[src/rtl/pipeline_hazard_ctrl.sv]
// Stall/flush controller for the 5-stage pipeline: load-use, taken-branch and memory-wait hazards,
// plus saturating stall/flush counters and a sticky memory-timeout flag.
module pipeline_hazard_ctrl #(
  parameter int unsigned CNT_W    = 16,
  parameter int unsigned MAX_WAIT = 15
) (
  input  logic             clk,
  input  logic             rst,
  input  logic [4:0]       id_rs,
  input  logic [4:0]       id_rt,
  input  logic             id_uses_rt,
  input  logic             ex_mem_read,
  input  logic             ex_reg_write,
  input  logic [4:0]       ex_write_reg,
  input  logic             branch_taken,
  input  logic             mem_req,
  input  logic             mem_ready,
  output logic             pc_en,
  output logic             ifid_en,
  output logic             ifid_flush,
  output logic             idex_en,
  output logic             idex_flush,
  output logic             exmem_en,
  output logic             memwb_bubble,
  output logic [1:0]       state,
  output logic [CNT_W-1:0] stall_cycles,
  output logic [CNT_W-1:0] flush_count,
  output logic             mem_timeout
);

  typedef enum logic [1:0] {
    StRun     = 2'd0,
    StLuStall = 2'd1,
    StMemWait = 2'd2,
    StFlush   = 2'd3
  } state_e;

  localparam logic [CNT_W-1:0] CntMax = {CNT_W{1'b1}};

  state_e           state_q, state_d;
  logic [7:0]       wait_cnt_q, wait_cnt_d;
  logic [CNT_W-1:0] stall_q, flush_q;
  logic             timeout_q;
  logic             mem_hold, load_use, flush_evt, timeout_hit;

  assign mem_hold = mem_req & ~mem_ready;
  // ID holds a squashed instruction right after a flush, so its operands are meaningless.
  assign load_use = ex_mem_read & ex_reg_write & (ex_write_reg != 5'd0) &
                    ((ex_write_reg == id_rs) | (id_uses_rt & (ex_write_reg == id_rt))) &
                    (state_q != StFlush);

  always_comb begin
    pc_en        = 1'b1;
    ifid_en      = 1'b1;
    ifid_flush   = 1'b0;
    idex_en      = 1'b1;
    idex_flush   = 1'b0;
    exmem_en     = 1'b1;
    memwb_bubble = 1'b0;
    flush_evt    = 1'b0;
    state_d      = StRun;
    if (rst) begin
      pc_en        = 1'b0;
      ifid_flush   = 1'b1;
      idex_flush   = 1'b1;
      memwb_bubble = 1'b1;
    end else if (mem_hold) begin
      // Freezing EX keeps any taken branch in place; it is acted on once memory completes.
      pc_en        = 1'b0;
      ifid_en      = 1'b0;
      idex_en      = 1'b0;
      exmem_en     = 1'b0;
      memwb_bubble = 1'b1;
      state_d      = StMemWait;
    end else if (branch_taken) begin
      ifid_flush = 1'b1;
      idex_flush = 1'b1;
      flush_evt  = 1'b1;
      state_d    = StFlush;
    end else if (load_use) begin
      pc_en      = 1'b0;
      ifid_en    = 1'b0;
      idex_flush = 1'b1;
      state_d    = StLuStall;
    end
  end

  always_comb begin
    wait_cnt_d = 8'd0;
    if (mem_hold) begin
      wait_cnt_d = (wait_cnt_q == 8'hFF) ? 8'hFF : wait_cnt_q + 8'd1;
    end
  end

  assign timeout_hit = ~rst & mem_hold & (wait_cnt_d == 8'(MAX_WAIT));

  always_ff @(posedge clk) begin
    if (rst) begin
      state_q    <= StRun;
      wait_cnt_q <= 8'd0;
      stall_q    <= '0;
      flush_q    <= '0;
      timeout_q  <= 1'b0;
    end else begin
      state_q    <= state_d;
      wait_cnt_q <= wait_cnt_d;
      if (timeout_hit) timeout_q <= 1'b1;
      if (!pc_en && stall_q != CntMax) stall_q <= stall_q + 1'b1;
      if (flush_evt && flush_q != CntMax) flush_q <= flush_q + 1'b1;
    end
  end

  assign state        = state_q;
  assign stall_cycles = stall_q;
  assign flush_count  = flush_q;
  assign mem_timeout  = timeout_q | timeout_hit;

endmodule

[config.mk]
export PLATFORM = sky130hd
export DESIGN_NAME = pipeline_hazard_ctrl
export DESIGN_NICKNAME = d
export VERILOG_FILES = /design/src/rtl/pipeline_hazard_ctrl.sv
export SDC_FILE = /design/constraint.sdc
export NUM_CORES = 1
export LEC_CHECK = 0
export ABC_AREA = 1
export ABC_CLOCK_PERIOD_IN_PS = 1800
export BUFFER_PORTS_ARGS = -buffer_cell sky130_fd_sc_hd__buf_2
export CORE_MARGIN = 2
export CORE_UTILIZATION = 50
export CTS_BUF_LIST = sky130_fd_sc_hd__clkbuf_4
export DETAILED_ROUTE_END_ITERATION = 8
export PLACE_DENSITY_LB_ADDON = 0.1
export SLEW_MARGIN = 20
export SYNTH_ARGS = -nofsm -noshare
export SYNTH_HDL_FRONTEND = slang
export SYNTH_SLANG_ARGS = --single-unit
[constraint.sdc]
create_clock -name clk -period 1.8 [get_ports clk]
set_clock_uncertainty 0.2 [all_clocks]
set_input_delay 0.09 -clock clk [delete_from_list [all_inputs] [get_ports clk]]
set_output_delay 0.09 -clock clk [all_outputs]
set_load 0.01 [all_outputs]
==> metrics.yaml, run 1 <==
outcome: "finished, violations left"
violations: "negative setup slack"
hold_viol_final: 0
r2r_setup_slack_ns: 0.01
path_clk_slew_ns: 0.12
core-area_um2: 5140
finalPower_mw: 1.651
cts_sinks: 43
final-seq-area_um2: 880.8
multiInputGateArea_um2: 1645
numCtsBuffers: 5
place_area_um2: 3233
grt_overflow: 0
ys_ff_latch: 43
path_class: "register to output port"
report.final.slew_viol_count: 0
synth_cell_types: 35
place_hpwl_um: 4930
cts_root_buf: "clkbuf_4"
worst_pin_slew_ns: 0.3453
critPathArrivalTime_ns: 1.80
first_pass_iters: 4
end_kind: "output port"
row_count: 26
die_h_um: 77.21
path_cells: "ha_4 -> nand3_4 -> nor2_4 -> nand2_4 -> inv_2 -> or2_1 -> nand2_1 -> nor2_1 -> nand3b_1 -> nand2_1 -> buf_2"
finalSetupTns_ns: -0.2917
syn_to_final_growth_pct: 35.53
io_pins: 65
cap_violations: 0
totalWireLength_um: 7111
hold_path.class: "input pin to register"
synth_area_um2: 2680
place_ws_ns: 0.01676
cts-htree-levels: 2
max-vdd-ir-drop_v: 0.0003242
fin_util_pct: 70.67
grt_setup_unrepaired: "true"
fin_nets: 560
drc_errors: 0
yosysTopAreaCellShare_pct: 32.12
cp_data_required_time_ns: 1.51
io_buffer_count: 64
finalCritPeriodShare_pct: 116.2
syn_area_per_cell_um2: 6.321
grt_pass1_vias: 2716
cp.buffers_inverters: 2
gp_congestion: 0.9261
n_antenna_cell: 0
ant_nets: 0
drt-wirelength-per-cell_um: 11.77
start_util_pct: 52.14
crit_fanout: 8
cp-start-kind: "register"
slew_headroom_pct: 76.96
clk_latency_ns: 0.35
slowest_delay_ns: 0.39
synth_top_area_cell: "dfxtp_1"
fillerInstances: 475
max_freq_ghz: 0.4781
die_x_um: 77.21
synthTopCellsByArea: "dfxtp_1 32%, nand2_1 16%, inv_1 8.7%, nor2_1 7.0%, nand3_1 6.3%"
vias: 2982
grt_usage_pct: 23.26
slowest_stage: "dfxtp_4"
dp_cells: 575
fin_cells: 604
grt_max_degree: 23
yosysWarnings: 0
antenna_found_initial: 0
dieArea_um2: 5961
synth_nets: 450
cellLeakagePower_nw: 1.855
cts_tree: "yes"
synth-seq-area-share_pct: 32.12
mostFrequentLayoutCell: "nand2_1"
final_cell_mix: "107 x nand2_1, 64 x buf_2, 59 x inv_1"
drive_gt1_share_pct: 32.77
fin_ws_ns: -0.2917
viasPerCell: 4.937
netlist_instances: 424
grt_pass1_wl_um: 11500
crit_family: "simple AND/OR/NAND/NOR gates"
drt_iter0_drc: 122
fin_crit_ns: 2.092
crit_top_cell: "nand2_1"
setup_viol: 1
design_area_um2: 3632
holdWs_ns: 0.02289
clock_path_buffers: 2
p_per_area_nw_per_um2: 454.5
-- layout make-up --
cell class / instances / share of cell area, %
well taps: 70 / 2.411
repair buffers: 112 / 19.60
inverters: 68 / 7.165
clock buffers: 5 / 1.033
clock inverters: 2 / 0.2411
flip-flops and latches: 43 / 24.25
multi-input cells: 304 / 45.30
-- Yosys cell counts (all sizes together) --
cell type  instances
dfxtp             43
or2                2
xnor2              6
nand3b             2
and2               1
and3               1
o31ai              1
ha                 3
nand2            119
buf                6
o21bai             1
nor2              57
inv               68
nand4             11
xor2               7
clkbuf             4
a31oi              1
nand3             36
nor3b              1
a21oi             35
nor3               8
nor4               1
o21ai             10
-- where the power goes --
group / leakage [nW] / internal [mW] / total, mW / switching, mW
logic: 1.47 / 0.0994 / 0.235 / 0.136
registers: 0.354 / 0.961 / 0.970 / 0.00894
clock network: 0.0285 / 0.139 / 0.445 / 0.306
-- layer usage --
| layer | vias up | wire, um | global-route usage (%) |
|---|---|---|---|
| li1 | 1559 | - | - |
| met1 | 1360 | 3105 | 27.43 |
| met2 | 61 | 3687 | 43.30 |
| met3 | 2 | 289 | 4.118 |
| met4 | 0 | 29 | 5.536 |
| met5 | - | 0 | 0 |
-- final timing paths --
check / from / end / depth (start not counted)
hold / removal: rst / flush_count[11] / 6
setup / recovery: wait_cnt_q[1] / mem_timeout / 11
setup reg to reg: wait_cnt_q[1] / timeout_q / 11
hold reg to reg: timeout_q / timeout_q / 2
-- flip-flops by register name (all words and copies together), names as in the netlist --
register	count
timeout_q	1
flush_count	16
stall_cycles	16
state	2
wait_cnt_q	8
-- what timing repair did --
item                                    4_1_cts  5_1_grt
hold buffers                                  6        0
endpoints found under the setup margin        3       34
gates resized for setup                      10       40
hold endpoints to repair                      7        0
setup buffers                                13        4
pin swaps                                     9       16
cloned                                        1        0
-- cells by family after synthesis --
logic type / Yosys count / share of synthesized area (%)
AND/OR/NAND/NOR: 239 / 40.57
buffers and inverters: 78 / 12.18
AO/OA/AOI/OAI: 48 / 9.478
flip-flops: 43 / 32.12
XOR/XNOR: 13 / 4.248
adder cells (fa/ha/maj): 3 / 1.401
-- worst min-delay path: cells and delay by family --
kind / cells / cell delay (ns)
AO/OA/AOI/OAI: 1 / 0.05
buffers and inverters: 2 / 0.17
AND/OR/NAND/NOR: 3 / 0.20
Note: power is estimated with default switching activity, not from simulation.
==> inputs of run 2 (changes only) <==
--- a/config.mk
+++ b/config.mk
@@ -6,14 +6,13 @@
 export NUM_CORES = 1
 export LEC_CHECK = 0
 export ABC_AREA = 1
-export ABC_CLOCK_PERIOD_IN_PS = 1800
+export ABC_CLOCK_PERIOD_IN_PS = 2200
 export BUFFER_PORTS_ARGS = -buffer_cell sky130_fd_sc_hd__buf_2
 export CORE_MARGIN = 2
-export CORE_UTILIZATION = 50
+export CORE_UTILIZATION = 55
 export CTS_BUF_LIST = sky130_fd_sc_hd__clkbuf_4
 export DETAILED_ROUTE_END_ITERATION = 8
 export PLACE_DENSITY_LB_ADDON = 0.1
-export SLEW_MARGIN = 20
 export SYNTH_ARGS = -nofsm -noshare
 export SYNTH_HDL_FRONTEND = slang
 export SYNTH_SLANG_ARGS = --single-unit
==> constraint.sdc (replaced) <==
create_clock -name clk -period 2.2 [get_ports clk]
set_clock_uncertainty 0.2 [all_clocks]
set_input_delay 0.11 -clock clk [delete_from_list [all_inputs] [get_ports clk]]
set_output_delay 0.11 -clock clk [all_outputs]
set_load 0.01 [all_outputs]
==> metrics.yaml, run 2 (synthesized netlist as in run 1, its figures left out) <==
fin_ws_ns: 0.05389  # +0.3456 ns
max_freq_ghz: 0.4660
cap_violations: 0  # unchanged
end_kind: "output port"
final-seq-area_um2: 868.3  # -1.4%
gp_congestion: 0.9326  # +0.70%
io_pins: 65  # unchanged
grt_usage_pct: 22.79  # -0.47 points
dp_cells: 548  # -4.7%
p_per_area_nw_per_um2: 409.3  # -9.9%
cts_tree: "yes"
rr_endpoint: "wait_cnt_q[5]"
grt_pass1_wl_um: 9922  # -14%
die_h_um: 73.81  # -4.4%
core-area_um2: 4723  # -8.1%
row_count: 25  # -3.8%
cts_sinks: 43  # unchanged
multiInputGateArea_um2: 1514  # -8.0%
r2r-start: "wait_cnt_q[1]"
antenna_found_initial: 0  # unchanged
cellLeakagePower_nw: 1.593  # -14%
finalPower_mw: 1.312  # -21%
worst-r2r-cell-count: 9  # -2
ant_nets: 0  # unchanged
dieArea_um2: 5447  # -8.6%
cp-startpoint: "wait_cnt_q[1]"
cp_data_required_time_ns: 1.89  # +0.38 ns
die_x_um: 73.81  # -4.4%
cts-htree-levels: 2  # unchanged
vias: 2736  # -8.2%
drc_errors: 0  # unchanged
critPathArrivalTime_ns: 1.84  # +0.04 ns
cp-start-kind: "register"
first_pass_iters: 4  # unchanged
clock_path_buffers: 2  # unchanged
n_antenna_cell: 0  # unchanged
viasPerCell: 4.842  # -1.9%
drt-wirelength-per-cell_um: 10.47  # -11%
hold_viol_final: 0  # unchanged
max-vdd-ir-drop_v: 0.0004449  # +37%
grt_overflow: 0  # unchanged
drt_iter0_drc: 119  # -2.5%
finalCritPeriodShare_pct: 97.55
fin_crit_ns: 2.146
clk_latency_ns: 0.35  # about the same
cts_root_buf: "clkbuf_4"
place_hpwl_um: 4390  # -11%
slew_headroom_pct: 74.19  # -2.8 points
fin_nets: 525  # -6.3%
drive_gt1_share_pct: 22.89  # -9.9 points
io_buffer_count: 64  # unchanged
numCtsBuffers: 5  # unchanged
path_class: "register to output port"
mostFrequentLayoutCell: "nand2_1"
grt_pass1_vias: 2432  # -10%
r2r_setup_slack_ns: 0.13  # +0.12 ns
start_util_pct: 56.74  # +4.6 points
path_clk_slew_ns: 0.12  # about the same
syn_to_final_growth_pct: 19.56
grt_setup_unrepaired: "true"
grt_max_degree: 33  # +43%
totalWireLength_um: 5918  # -17%
final_cell_mix: "112 x nand2_1, 64 x buf_2, 61 x inv_1"
report.final.slew_viol_count: 0  # unchanged
worst_pin_slew_ns: 0.3871  # +0.04183 ns
fillerInstances: 431  # -9.3%
hold_path.class: "input pin to register"
crit_fanout: 7  # -1
setup_viol: 0  # -1
fin_cells: 565  # -6.5%
critPathCapture: "mem_timeout"
outcome: "complete, no violations"
place_ws_ns: 0.2261  # +0.2094 ns
-- run 2: critical path, cell delays in order, from the launching register on --
cell	delay [ns]
dfxtp_4	0.39
ha_4	0.15
nand3_4	0.09
nor2_4	0.16
nand2_4	0.09
buf_4	0.15
nand3_1	0.09
nor2_1	0.06
nand3b_1	0.11
nand2_1	0.06
buf_2	0.13
-- run 2: what timing repair did --
action,4_1_cts,5_1_grt
pin swaps,0,6
resized for setup,3,7
endpoints found under the setup margin,1,3
hold endpoints to repair,24,0
hold buffers,5,0
setup buffers,2,4
gates cloned,0,0
-- run 2: layout make-up --
| type | instances | area share (%) |
|---|---|---|
| clock buffer | 5 | 1.171 |
| clock inverter | 1 | 0.2343 |
| inverter | 68 | 7.966 |
| multi-input combinational | 303 | 47.25 |
| sequential | 43 | 27.10 |
| tap | 67 | 2.616 |
| timing repair buffer | 78 | 13.67 |
-- run 2: worst min-delay path by stage --
stage | start | endpoint | slack [ns] | depth (start not counted)
CTS | mem_req | wait_cnt_q[0] | 0.009 | 5
global placement | branch_taken | state[0] | 0.17 | 3
finish | mem_req | wait_cnt_q[0] | 0.03 | 5
floorplan | branch_taken | state[0] | 0.04 | 2
global route | mem_req | wait_cnt_q[1] | 0.04 | 5
detailed placement | branch_taken | state[0] | 0.18 | 3
-- run 2: report_power, final --
group	leakage [nW]	switching [mW]	internal, mW
combinational	1.22	0.0940	0.0619
sequential	0.350	0.00843	0.786
clock	0.0232	0.248	0.113
-- run 2: through the flow --
stage                     setup TNS, ns  instance area (um2)  hold WS (ns)  utilization, %
after global placement                0                 3035        0.1718           64.26
after detailed placement              0                 3035        0.1807           64.26
after floorplan                       0                 2680       0.03510               -
after global routing           -0.08054                 3204       0.04036           67.84
final                                 0                 3204       0.02707           67.84
after CTS                             0                 3159      0.009100           66.89
-- run 2: routing by layer --
| metal | part of all wire, % | track usage (%) | routed length, um |
|---|---|---|---|
| met1 | 48 | 26.93 | 2855 |
| met2 | 47 | 41.17 | 2804 |
| met3 | 3.3 | 4.664 | 195 |
| met4 | 1.1 | 6.667 | 63 |
| met5 | 0 | 0 | 0 |
==> inputs of run 3 (changes only) <==
==> constraint.sdc (replaced) <==
create_clock -name clk -period 2.2 [get_ports clk]
set_clock_uncertainty 0.2 [all_clocks]
set_input_delay 0 -clock clk [delete_from_list [all_inputs] [get_ports clk]]
set_output_delay 0 -clock clk [all_outputs]
set_load 0.01 [all_outputs]
==> metrics.yaml, run 3 (synthesized netlist as in run 1, its figures left out) <==
slowest_stage: "dfxtp_4"
p_per_area_nw_per_um2: 425.7  # +4.0%
mostFrequentLayoutCell: "nand2_1"
slew_headroom_pct: 74.06  # -0.13 points
critPathArrivalTime_ns: 1.90  # +0.06 ns
worst_pin_slew_ns: 0.3858  # -0.001275 ns
switchingPower_mw: 0.3810  # +8.8%
vias: 2845  # +4.0%
fin_crit_ns: 2.101  # -0.04513 ns
ant_nets: 0  # unchanged
outcome: "complete, no violations"
clk_latency_ns: 0.37  # +0.02 ns
finalPower_mw: 1.370  # +4.5%
n_antenna_cell: 0  # unchanged
row_count: 25  # unchanged
gp_congestion: 0.9275  # -0.55%
io_buffer_count: 64  # unchanged
max_freq_ghz: 0.4760  # +2.1%
drive_gt1_share_pct: 22.65  # -0.25 points
report.final.slew_viol_count: 0  # unchanged
crit_top_cell: "nand2_1"
crit_family: "simple AND/OR/NAND/NOR gates"
fin_cells: 566  # +0.18%
dieArea_um2: 5447  # unchanged
antenna_found_initial: 0  # unchanged
place_ws_ns: 0.2053  # -0.02080 ns
drc_errors: 0  # unchanged
max-vdd-ir-drop_v: 0.0003129  # -30%
io_pins: 65  # unchanged
cts_root_buf: "clkbuf_4"
sw_frac_of_total_pct: 27.81  # +1.1 points
sequentialPowerShare_pct: 58.1  # -2.5 points
pwr-share-comb_pct: 11.8  # about the same
fillerInstances: 444  # +3.0%
p_int_mw: 0.9889  # +2.9%
final_cell_mix: "112 x nand2_1, 64 x buf_2, 62 x inv_1"
hold_viol_final: 0  # unchanged
core-area_um2: 4723  # unchanged
cp_data_required_time_ns: 2.00  # +0.11 ns
setup_viol: 0  # unchanged
start_util_pct: 56.74  # unchanged
cts_tree: "yes"
syn_to_final_growth_pct: 20.07
place_hpwl_um: 4509  # +2.7%
grt_pass1_wl_um: 10450  # +5.3%
numCtsBuffers: 5  # unchanged
drt_iter0_drc: 174  # +46%
cp-start-kind: "register"
cap_violations: 0  # unchanged
fin_ws_ns: 0.09902  # +0.04513 ns
finalSetupTns_ns: 0  # unchanged
die_h_um: 73.81  # unchanged
dp_cells: 548  # unchanged
path_cells: "ha_4 -> nand3_4 -> o31ai_1 -> nand2_1 -> nor2_1 -> nand3b_1 -> nand2_1 -> buf_2"
fin_util_pct: 68.13  # +0.29 points
drt-wirelength-per-cell_um: 11.18  # +6.7%
fin_nets: 524  # -0.19%
hold_path.class: "input pin to register"
crit_fanout: 3  # -4
cp.buffers_inverters: 1  # -1
pwr-share-clk_pct: 30.1  # +2.6 points
grt_max_degree: 33  # unchanged
cts-htree-levels: 2  # unchanged
grt_pass1_vias: 2540  # +4.4%
die_x_um: 73.81  # unchanged
finalCritPeriodShare_pct: 95.50  # -2.1 points
viasPerCell: 5.027  # +3.8%
first_pass_iters: 4  # unchanged
clock_path_buffers: 2  # unchanged
grt_usage_pct: 24.15  # +1.4 points
cellLeakagePower_nw: 1.611  # +1.1%
end_kind: "output port"
slowest_delay_ns: 0.39  # about the same
totalWireLength_um: 6326  # +6.9%
path_class: "register to output port"
path_clk_slew_ns: 0.14  # +0.02 ns
grt_overflow: 0  # unchanged
cts_sinks: 43  # unchanged
==> run 3: cell count changes in the layout (fill, tap and decap cells not counted), sizes merged <==
cell and change:
buf -4, dlygate4sd3 +2, clkbuf +1, clkinv +1, dlymetal6s4s +1
==> run 3: power by group through the flow <==
stage	logic [mW]	registers, mW	clock network, mW
6_report	0.161	0.796	0.412
5_1_grt	0.185	0.798	0.446
4_1_cts	0.160	0.796	0.423
3_5_place_dp	0.149	0.813	0
3_3_place_gp	0.147	0.812	0
2_1_floorplan	0.0960	0.815	0
==> run 3: area by class of cell <==
type / instances / area (um2) / area share (%)
multi-input cells: 303 / 1509 / 46.89
clock inverters: 2 / 12.51 / 0.3888
repair buffers: 77 / 440.4 / 13.69
inverters: 68 / 255.2 / 7.932
clock buffers: 6 / 45.04 / 1.400
well taps: 67 / 83.83 / 2.605
flip-flops and latches: 43 / 872.1 / 27.10
==> run 3: layer usage <==
metal	vias up	part of all wire, %	GRT usage [%]
met5	-	0	0
met4	0	1.8	8.889
met3	9	4.5	4.527
met2	74	48	42.16
met1	1280	45	29.25
li1	1482	-	-
==> run 3: final timing paths <==
kind	start	to	slack, ns	depth (start not counted)
setup / recovery	wait_cnt_q[0]	mem_timeout	0.1	8
hold / removal	id_rs[4]	stall_cycles[1]	0.14	9
setup reg to reg	flush_count[0]	flush_count[10]	0.24	9
hold reg to reg	wait_cnt_q[0]	wait_cnt_q[0]	0.28	1
==> run 3: timing repair <==
| item | CTS | global route |
|---|---|---|
| pin swaps | 0 | 2 |
| resized for setup | 2 | 11 |
| gates cloned | 0 | 0 |
| hold buffers | 8 | 0 |
| buffers inserted | 0 | 2 |
| setup endpoints to repair | 1 | 6 |
| endpoints found under the hold margin | 26 | 0 |
==> run 3: worst min-delay path: stages <==
cell and delay, ns:
buf_2 0.08, xnor2_1 0.05, nand3_1 0.07, nand2_1 0.08
nand3_2 0.10, nand2_1 0.05, inv_1 0.09, o21bai_1 0.07
nor2_1 0.08
==> run 3: through the flow <==
stage | cell area [um2] | hold slack [ns]
floorplan | 2680 | -0.07490
CTS | 3177 | 0.1225
global placement | 3035 | 0.06117
detailed placement | 3035 | 0.08959
global route | 3218 | 0.2401
finish | 3218 | 0.1430
